### src/rtl/pcpi_initiator_if.sv
// Bundles the command, PCPI and response signals of the PCPI initiator.
// The master modport is the initiator side; the slave modport is its environment.
interface pcpi_initiator_if;
    logic        cmd_valid;
    logic        cmd_ready;
    logic [31:0] cmd_insn;
    logic [31:0] cmd_rs1;
    logic [31:0] cmd_rs2;

    logic        pcpi_valid;
    logic [31:0] pcpi_insn;
    logic [31:0] pcpi_rs1;
    logic [31:0] pcpi_rs2;
    logic        pcpi_wr;
    logic [31:0] pcpi_rd;
    logic        pcpi_wait;
    logic        pcpi_ready;

    logic        rsp_valid;
    logic        rsp_ready;
    logic [31:0] rsp_rd;
    logic        rsp_wr;
    logic        rsp_timeout;

    logic [15:0] stat_done;
    logic [15:0] stat_timeout;

    modport master (
        input  cmd_valid, cmd_insn, cmd_rs1, cmd_rs2,
        input  pcpi_wr, pcpi_rd, pcpi_wait, pcpi_ready,
        input  rsp_ready,
        output cmd_ready,
        output pcpi_valid, pcpi_insn, pcpi_rs1, pcpi_rs2,
        output rsp_valid, rsp_rd, rsp_wr, rsp_timeout,
        output stat_done, stat_timeout
    );

    modport slave (
        output cmd_valid, cmd_insn, cmd_rs1, cmd_rs2,
        output pcpi_wr, pcpi_rd, pcpi_wait, pcpi_ready,
        output rsp_ready,
        input  cmd_ready,
        input  pcpi_valid, pcpi_insn, pcpi_rs1, pcpi_rs2,
        input  rsp_valid, rsp_rd, rsp_wr, rsp_timeout,
        input  stat_done, stat_timeout
    );
endinterface

### src/rtl/pcpi_initiator.sv
// CPU-side PCPI initiator: issues one custom instruction at a time, waits for
// pcpi_ready (or times out) and hands the result back over a valid/ready port.
module pcpi_initiator #(
    parameter int TIMEOUT = 16
) (
    input  logic              clk,
    input  logic              resetn,
    pcpi_initiator_if.master  bus
);
    typedef enum logic [1:0] {IDLE, BUSY, RESP} state_t;

    localparam logic [7:0] LAST_COUNT = 8'(TIMEOUT - 1);

    state_t      state_q, state_d;
    logic        pcpi_valid_q, pcpi_valid_d;
    logic [31:0] pcpi_insn_q, pcpi_insn_d;
    logic [31:0] pcpi_rs1_q, pcpi_rs1_d;
    logic [31:0] pcpi_rs2_q, pcpi_rs2_d;
    logic        rsp_valid_q, rsp_valid_d;
    logic [31:0] rsp_rd_q, rsp_rd_d;
    logic        rsp_wr_q, rsp_wr_d;
    logic        rsp_timeout_q, rsp_timeout_d;
    logic [15:0] stat_done_q, stat_done_d;
    logic [15:0] stat_timeout_q, stat_timeout_d;
    logic [7:0]  count_q, count_d;
    logic        cmd_ready_w;

    assign cmd_ready_w = (state_q == IDLE) && resetn;

    always_comb begin
        state_d        = state_q;
        pcpi_valid_d   = pcpi_valid_q;
        pcpi_insn_d    = pcpi_insn_q;
        pcpi_rs1_d     = pcpi_rs1_q;
        pcpi_rs2_d     = pcpi_rs2_q;
        rsp_valid_d    = rsp_valid_q;
        rsp_rd_d       = rsp_rd_q;
        rsp_wr_d       = rsp_wr_q;
        rsp_timeout_d  = rsp_timeout_q;
        stat_done_d    = stat_done_q;
        stat_timeout_d = stat_timeout_q;
        count_d        = count_q;
        case (state_q)
            IDLE: begin
                if (bus.cmd_valid && cmd_ready_w) begin
                    pcpi_insn_d  = bus.cmd_insn;
                    pcpi_rs1_d   = bus.cmd_rs1;
                    pcpi_rs2_d   = bus.cmd_rs2;
                    pcpi_valid_d = 1'b1;
                    count_d      = '0;
                    state_d      = BUSY;
                end
            end
            BUSY: begin
                // Ready outranks the timeout so a last-cycle answer still counts as done.
                if (bus.pcpi_ready) begin
                    rsp_rd_d      = bus.pcpi_wr ? bus.pcpi_rd : 32'd0;
                    rsp_wr_d      = bus.pcpi_wr;
                    rsp_timeout_d = 1'b0;
                    rsp_valid_d   = 1'b1;
                    pcpi_valid_d  = 1'b0;
                    stat_done_d   = stat_done_q + 16'd1;
                    state_d       = RESP;
                end else if (bus.pcpi_wait) begin
                    count_d = '0;
                end else if (count_q == LAST_COUNT) begin
                    rsp_rd_d       = 32'd0;
                    rsp_wr_d       = 1'b0;
                    rsp_timeout_d  = 1'b1;
                    rsp_valid_d    = 1'b1;
                    pcpi_valid_d   = 1'b0;
                    stat_timeout_d = (stat_timeout_q == 16'hFFFF) ? stat_timeout_q
                                                                  : stat_timeout_q + 16'd1;
                    state_d        = RESP;
                end else begin
                    count_d = count_q + 8'd1;
                end
            end
            RESP: begin
                if (bus.rsp_ready) begin
                    rsp_valid_d = 1'b0;
                    state_d     = IDLE;
                end
            end
            default: state_d = IDLE;
        endcase
    end

    always_ff @(posedge clk) begin
        if (!resetn) begin
            state_q        <= IDLE;
            pcpi_valid_q   <= 1'b0;
            pcpi_insn_q    <= '0;
            pcpi_rs1_q     <= '0;
            pcpi_rs2_q     <= '0;
            rsp_valid_q    <= 1'b0;
            rsp_rd_q       <= '0;
            rsp_wr_q       <= 1'b0;
            rsp_timeout_q  <= 1'b0;
            stat_done_q    <= '0;
            stat_timeout_q <= '0;
            count_q        <= '0;
        end else begin
            state_q        <= state_d;
            pcpi_valid_q   <= pcpi_valid_d;
            pcpi_insn_q    <= pcpi_insn_d;
            pcpi_rs1_q     <= pcpi_rs1_d;
            pcpi_rs2_q     <= pcpi_rs2_d;
            rsp_valid_q    <= rsp_valid_d;
            rsp_rd_q       <= rsp_rd_d;
            rsp_wr_q       <= rsp_wr_d;
            rsp_timeout_q  <= rsp_timeout_d;
            stat_done_q    <= stat_done_d;
            stat_timeout_q <= stat_timeout_d;
            count_q        <= count_d;
        end
    end

    assign bus.cmd_ready    = cmd_ready_w;
    assign bus.pcpi_valid   = pcpi_valid_q;
    assign bus.pcpi_insn    = pcpi_insn_q;
    assign bus.pcpi_rs1     = pcpi_rs1_q;
    assign bus.pcpi_rs2     = pcpi_rs2_q;
    assign bus.rsp_valid    = rsp_valid_q;
    assign bus.rsp_rd       = rsp_rd_q;
    assign bus.rsp_wr       = rsp_wr_q;
    assign bus.rsp_timeout  = rsp_timeout_q;
    assign bus.stat_done    = stat_done_q;
    assign bus.stat_timeout = stat_timeout_q;
endmodule

### src/flat_wrapper.sv
// flat-port wrapper written by rule: the top's interface ports become plain ports
module pcpi_initiator_flat 
#(
    parameter int TIMEOUT = 16
)
  (clk, resetn, bus_cmd_valid, bus_cmd_insn, bus_cmd_rs1, bus_cmd_rs2, bus_pcpi_wr, bus_pcpi_rd, bus_pcpi_wait, bus_pcpi_ready, bus_rsp_ready, bus_cmd_ready, bus_pcpi_valid, bus_pcpi_insn, bus_pcpi_rs1, bus_pcpi_rs2, bus_rsp_valid, bus_rsp_rd, bus_rsp_wr, bus_rsp_timeout, bus_stat_done, bus_stat_timeout);
  pcpi_initiator_if bus_i ();
  input  logic clk;
  input  logic resetn;
  input wire logic [$bits(bus_i.cmd_valid)-1:0] bus_cmd_valid;
  input wire logic [$bits(bus_i.cmd_insn)-1:0] bus_cmd_insn;
  input wire logic [$bits(bus_i.cmd_rs1)-1:0] bus_cmd_rs1;
  input wire logic [$bits(bus_i.cmd_rs2)-1:0] bus_cmd_rs2;
  input wire logic [$bits(bus_i.pcpi_wr)-1:0] bus_pcpi_wr;
  input wire logic [$bits(bus_i.pcpi_rd)-1:0] bus_pcpi_rd;
  input wire logic [$bits(bus_i.pcpi_wait)-1:0] bus_pcpi_wait;
  input wire logic [$bits(bus_i.pcpi_ready)-1:0] bus_pcpi_ready;
  input wire logic [$bits(bus_i.rsp_ready)-1:0] bus_rsp_ready;
  output wire logic [$bits(bus_i.cmd_ready)-1:0] bus_cmd_ready;
  output wire logic [$bits(bus_i.pcpi_valid)-1:0] bus_pcpi_valid;
  output wire logic [$bits(bus_i.pcpi_insn)-1:0] bus_pcpi_insn;
  output wire logic [$bits(bus_i.pcpi_rs1)-1:0] bus_pcpi_rs1;
  output wire logic [$bits(bus_i.pcpi_rs2)-1:0] bus_pcpi_rs2;
  output wire logic [$bits(bus_i.rsp_valid)-1:0] bus_rsp_valid;
  output wire logic [$bits(bus_i.rsp_rd)-1:0] bus_rsp_rd;
  output wire logic [$bits(bus_i.rsp_wr)-1:0] bus_rsp_wr;
  output wire logic [$bits(bus_i.rsp_timeout)-1:0] bus_rsp_timeout;
  output wire logic [$bits(bus_i.stat_done)-1:0] bus_stat_done;
  output wire logic [$bits(bus_i.stat_timeout)-1:0] bus_stat_timeout;
  assign bus_i.cmd_valid = bus_cmd_valid;
  assign bus_i.cmd_insn = bus_cmd_insn;
  assign bus_i.cmd_rs1 = bus_cmd_rs1;
  assign bus_i.cmd_rs2 = bus_cmd_rs2;
  assign bus_i.pcpi_wr = bus_pcpi_wr;
  assign bus_i.pcpi_rd = bus_pcpi_rd;
  assign bus_i.pcpi_wait = bus_pcpi_wait;
  assign bus_i.pcpi_ready = bus_pcpi_ready;
  assign bus_i.rsp_ready = bus_rsp_ready;
  assign bus_cmd_ready = bus_i.cmd_ready;
  assign bus_pcpi_valid = bus_i.pcpi_valid;
  assign bus_pcpi_insn = bus_i.pcpi_insn;
  assign bus_pcpi_rs1 = bus_i.pcpi_rs1;
  assign bus_pcpi_rs2 = bus_i.pcpi_rs2;
  assign bus_rsp_valid = bus_i.rsp_valid;
  assign bus_rsp_rd = bus_i.rsp_rd;
  assign bus_rsp_wr = bus_i.rsp_wr;
  assign bus_rsp_timeout = bus_i.rsp_timeout;
  assign bus_stat_done = bus_i.stat_done;
  assign bus_stat_timeout = bus_i.stat_timeout;
  pcpi_initiator #(.TIMEOUT(TIMEOUT)) u_core (.clk(clk), .resetn(resetn), .bus(bus_i));
endmodule
### config.mk
export PLATFORM = sky130hd
export DESIGN_NAME = pcpi_initiator_flat
export DESIGN_NICKNAME = d
export VERILOG_FILES = /design/src/rtl/pcpi_initiator_if.sv /design/src/rtl/pcpi_initiator.sv /design/src/flat_wrapper.sv
export SDC_FILE = /design/constraint.sdc
export NUM_CORES = 1
export LEC_CHECK = 0
export ABC_CLOCK_PERIOD_IN_PS = 7000
export CORE_MARGIN = 3
export CORE_UTILIZATION = 45
export DETAILED_ROUTE_END_ITERATION = 6
export PLACE_DENSITY = 0.86
export SYNTH_ARGS = -nofsm -noshare
export SYNTH_HDL_FRONTEND = slang
export SYNTH_SLANG_ARGS = --single-unit
### constraint.sdc
create_clock -name clk -period 7 [get_ports clk]
set_clock_uncertainty 0.15 [all_clocks]
set_input_delay 2.1 -clock clk [delete_from_list [all_inputs] [get_ports clk]]
set_output_delay 2.1 -clock clk [all_outputs]
set_load 0.01 [all_outputs]
==> flow_summary.toml <==
[outcome]
status = "complete, no violations"

[placement]
pre_cts_slack_ns = 1.34
gp_congestion = 0.822
io_buffers = 299
dpl_cell_area_mm2 = 0.00974
place_hpwl_mm = 14.4

[clock_network]
cts_resized = 0
cts_root_buf = "clkbuf_16"
cts_hold_buf = 0
path_clk_slew_ns = 0.06
clock-sinks = 174
cts_buffers = 17
cts_buffer_depth = 2
cts.htree.levels = 4
cts_tree = "done"
insertion_delay_ns = 0.42
post-cts-setup-buffers = 0

[setup_path]
critPathBufInv = 3
cp_common_cell = "clkdlybuf4s50_1"
start_kind = "input port"
crit_type = "input port to primary output"
cpLargestDelayFamily = "buffers and inverters"
path_cells = "clkdlybuf4s50_1 > inv_4 > nor3_1 > clkdlybuf4s50_1"
max_stage_delay_ns = 0.58
cp.required_ns = 4.75
critPathSlowestCell = "clkdlybuf4s50_1"
worstSetupEndpointType = "primary output"
crit_fanout = 2
cp.arrival_ns = 3.40

[die]
rows = 43
design.core.area_mm2 = 0.0142
io_pins = 300
initial_utilization_pct = 47.0
die_y_um = 128
dieArea_mm2 = 0.0163
die_x_um = 128

[route]
wl_met2_mm = 10.3
m1WireLength_mm = 8.07
num_vias = 6741
dr_wl_met3_mm = 1.85
wl_per_cell_um = 16.4
firstDrtPassIters = 5
avgViaCountPerCell = 5.26
ant_nets = 0
highest_layer = "met4"
drc = 0
wirelength_mm = 21.1
drt_first_iter_violations = 425

[yosys]
yosysUniqueCellTypes = 52
syn_avg_cell_area_um2 = 8.10
ys_ff_latch = 174
synth_fa_ha_area_share_pct = 0.562
synth_warnings = 0
synth_ff_type = "dfxtp_1"
synth-simple-area-share_pct = 23.2
synth_compound_area_share_pct = 18.2
synth_area_leaders = "dfxtp_1 (52%), nand2_1 (14%), a21oi_1 (11%), o21ai_0 (3.3%), clkbuf_1 (3.1%)"
synth_top_family_by_area = "simple AND/OR/NAND/NOR gates"
syn_inst = 824
yosysMostFrequentCell = "nand2_1"
synth_area_mm2 = 0.00667
synth_xor_area_share_pct = 1.05
synthArstFlopShare_pct = 0
yosys-top-cells-count = "nand2_1 (241), dfxtp_1 (174), a21oi_1 (147)"
yosysSeqAreaShare_pct = 52.2
synth_edf_count = 0
synth_area_leader_cell = "dfxtp_1"
synth.top_cell.area_share_pct = 52.2
syn_nets = 962
synthMuxAreaShare_pct = 0.900

[finish]
nNetsFinal = 1228
layout-drive-gt1-share_pct = 4.54
fin_area_mm2 = 0.0103
area_growth_pct = 54.1
diodes = 0

[power_and_ir_drop]
irDropWorstVdd_v = 0.000179
power_density_mw_per_mm2 = 219
p_leak_uw = 0.00361
total_power_uw = 2250

[timing]
period_minus_slack_ns = 5.65
slew_headroom_pct = 30.1
setup_slack_ns = 1.35
period_share_pct = 80.6
tightestPinTransition_ns = 1.05
finalHoldWorstSlack_ns = 0.303
setup_viol = 0
rsz0062_at_grt = "false"
fmax_mhz = 177
finalSetupTns_ns = 0
finalMaxSlewViolations = 0
final_hold_viol_count = 0

[global_route]
grt_pass1_wl_mm = 32.6
grt_pass1_vias = 6461
antenna_found_initial = 0
gr-usage-all-layers_pct = 25.0
grt_max_degree = 98
overflow = 0

[flow_run]
timing.max_cap.violations = 0

[worst_hold_path]
hold_class = "flop to flop"
[worst reg2reg max path: cells and delay by family, from the launching register on]
| family | cells | cell delay (ns) |
|---|---|---|
| AND/OR/NAND/NOR | 3 | 2.05 |
| AO/OA/AOI/OAI | 1 | 0.16 |
| flip-flops | 1 | 0.35 |
[layer usage]
layer,up-vias,GRT usage [%]
li1,3352,-
met1,3079,27.7
met2,257,42.1
met3,53,10.3
met4,0,10.9
met5,-,0
[path summary, 6_finish.rpt]
path	start	endpoint	slack [ns]	depth (start not counted)
setup / recovery	resetn	bus_cmd_ready	1.35	4
hold / removal	u_core.bus.pcpi_rs1[2]	u_core.bus.pcpi_rs1[2]	0.30	2
setup reg to reg	u_core.count_q[5]	u_core.bus.stat_timeout[12]	4.24	4
hold reg to reg	u_core.bus.pcpi_rs1[2]	u_core.bus.pcpi_rs1[2]	0.30	2
[state kept, by name (all words and copies together) (netlist names), 2 cells and up]
| register | cells |
|---|---|
| u_core.bus.pcpi_rs2 | 32 |
| u_core.bus.pcpi_rs1 | 32 |
| u_core.bus.stat_timeout | 16 |
| u_core.bus.stat_done | 16 |
| u_core.bus.pcpi_insn | 32 |
| u_core.state_q | 2 |
| u_core.bus.rsp_rd | 32 |
| u_core.count_q | 8 |
[layout by cell type (no fill, tap or decap), types with 6 or more instances in the layout]
cell / synthesis / final
and3_1: 6 / 6
or4_1: 14 / 14
o31ai_1: 11 / 11
nor2_1: 19 / 19
nand3_1: 11 / 11
nand4_1: 16 / 16
a21oi_1: 147 / 146
buf_4: 1 / 9
clkbuf_16: 0 / 17
nand2_1: 241 / 240
clkdlybuf4s50_1: 0 / 299
dfxtp_1: 174 / 174
mux2i_1: 6 / 6
o21ai_0: 44 / 44
xor2_1: 7 / 7
[stage by stage]
step,utilization (%),instances
finish,72.4,1282
global route,72.4,1282
CTS,72.4,1282
detailed placement,68.6,1251
global placement,68.6,1251
floorplan,-,824
[layout make-up]
cell class,instances,area [µm²]
clock buffers,21,450
clock inverters,10,92.6
fillers,1064,3920
inverters,4,17.5
multi-input cells,585,2960
flip-flops and latches,174,3480
well taps,180,225
repair buffers,308,3060
[where the power goes]
group	internal, µW	total, µW	leakage [µW]	switching, µW
Sequential	1030	1060	0.00142	23.1
Combinational	168	312	0.00192	144
Clock	496	880	0.000267	384
[kinds of logic after synthesis]
| kind of cell | after synthesis |
|---|---|
| flops | 174 |
| fa+ha+maj | 3 |
| buf+inv | 65 |
| mux | 6 |
| simple gates | 346 |
| compound gates | 222 |
| xor+xnor | 8 |
Note: power is estimated with default switching activity, not from simulation.
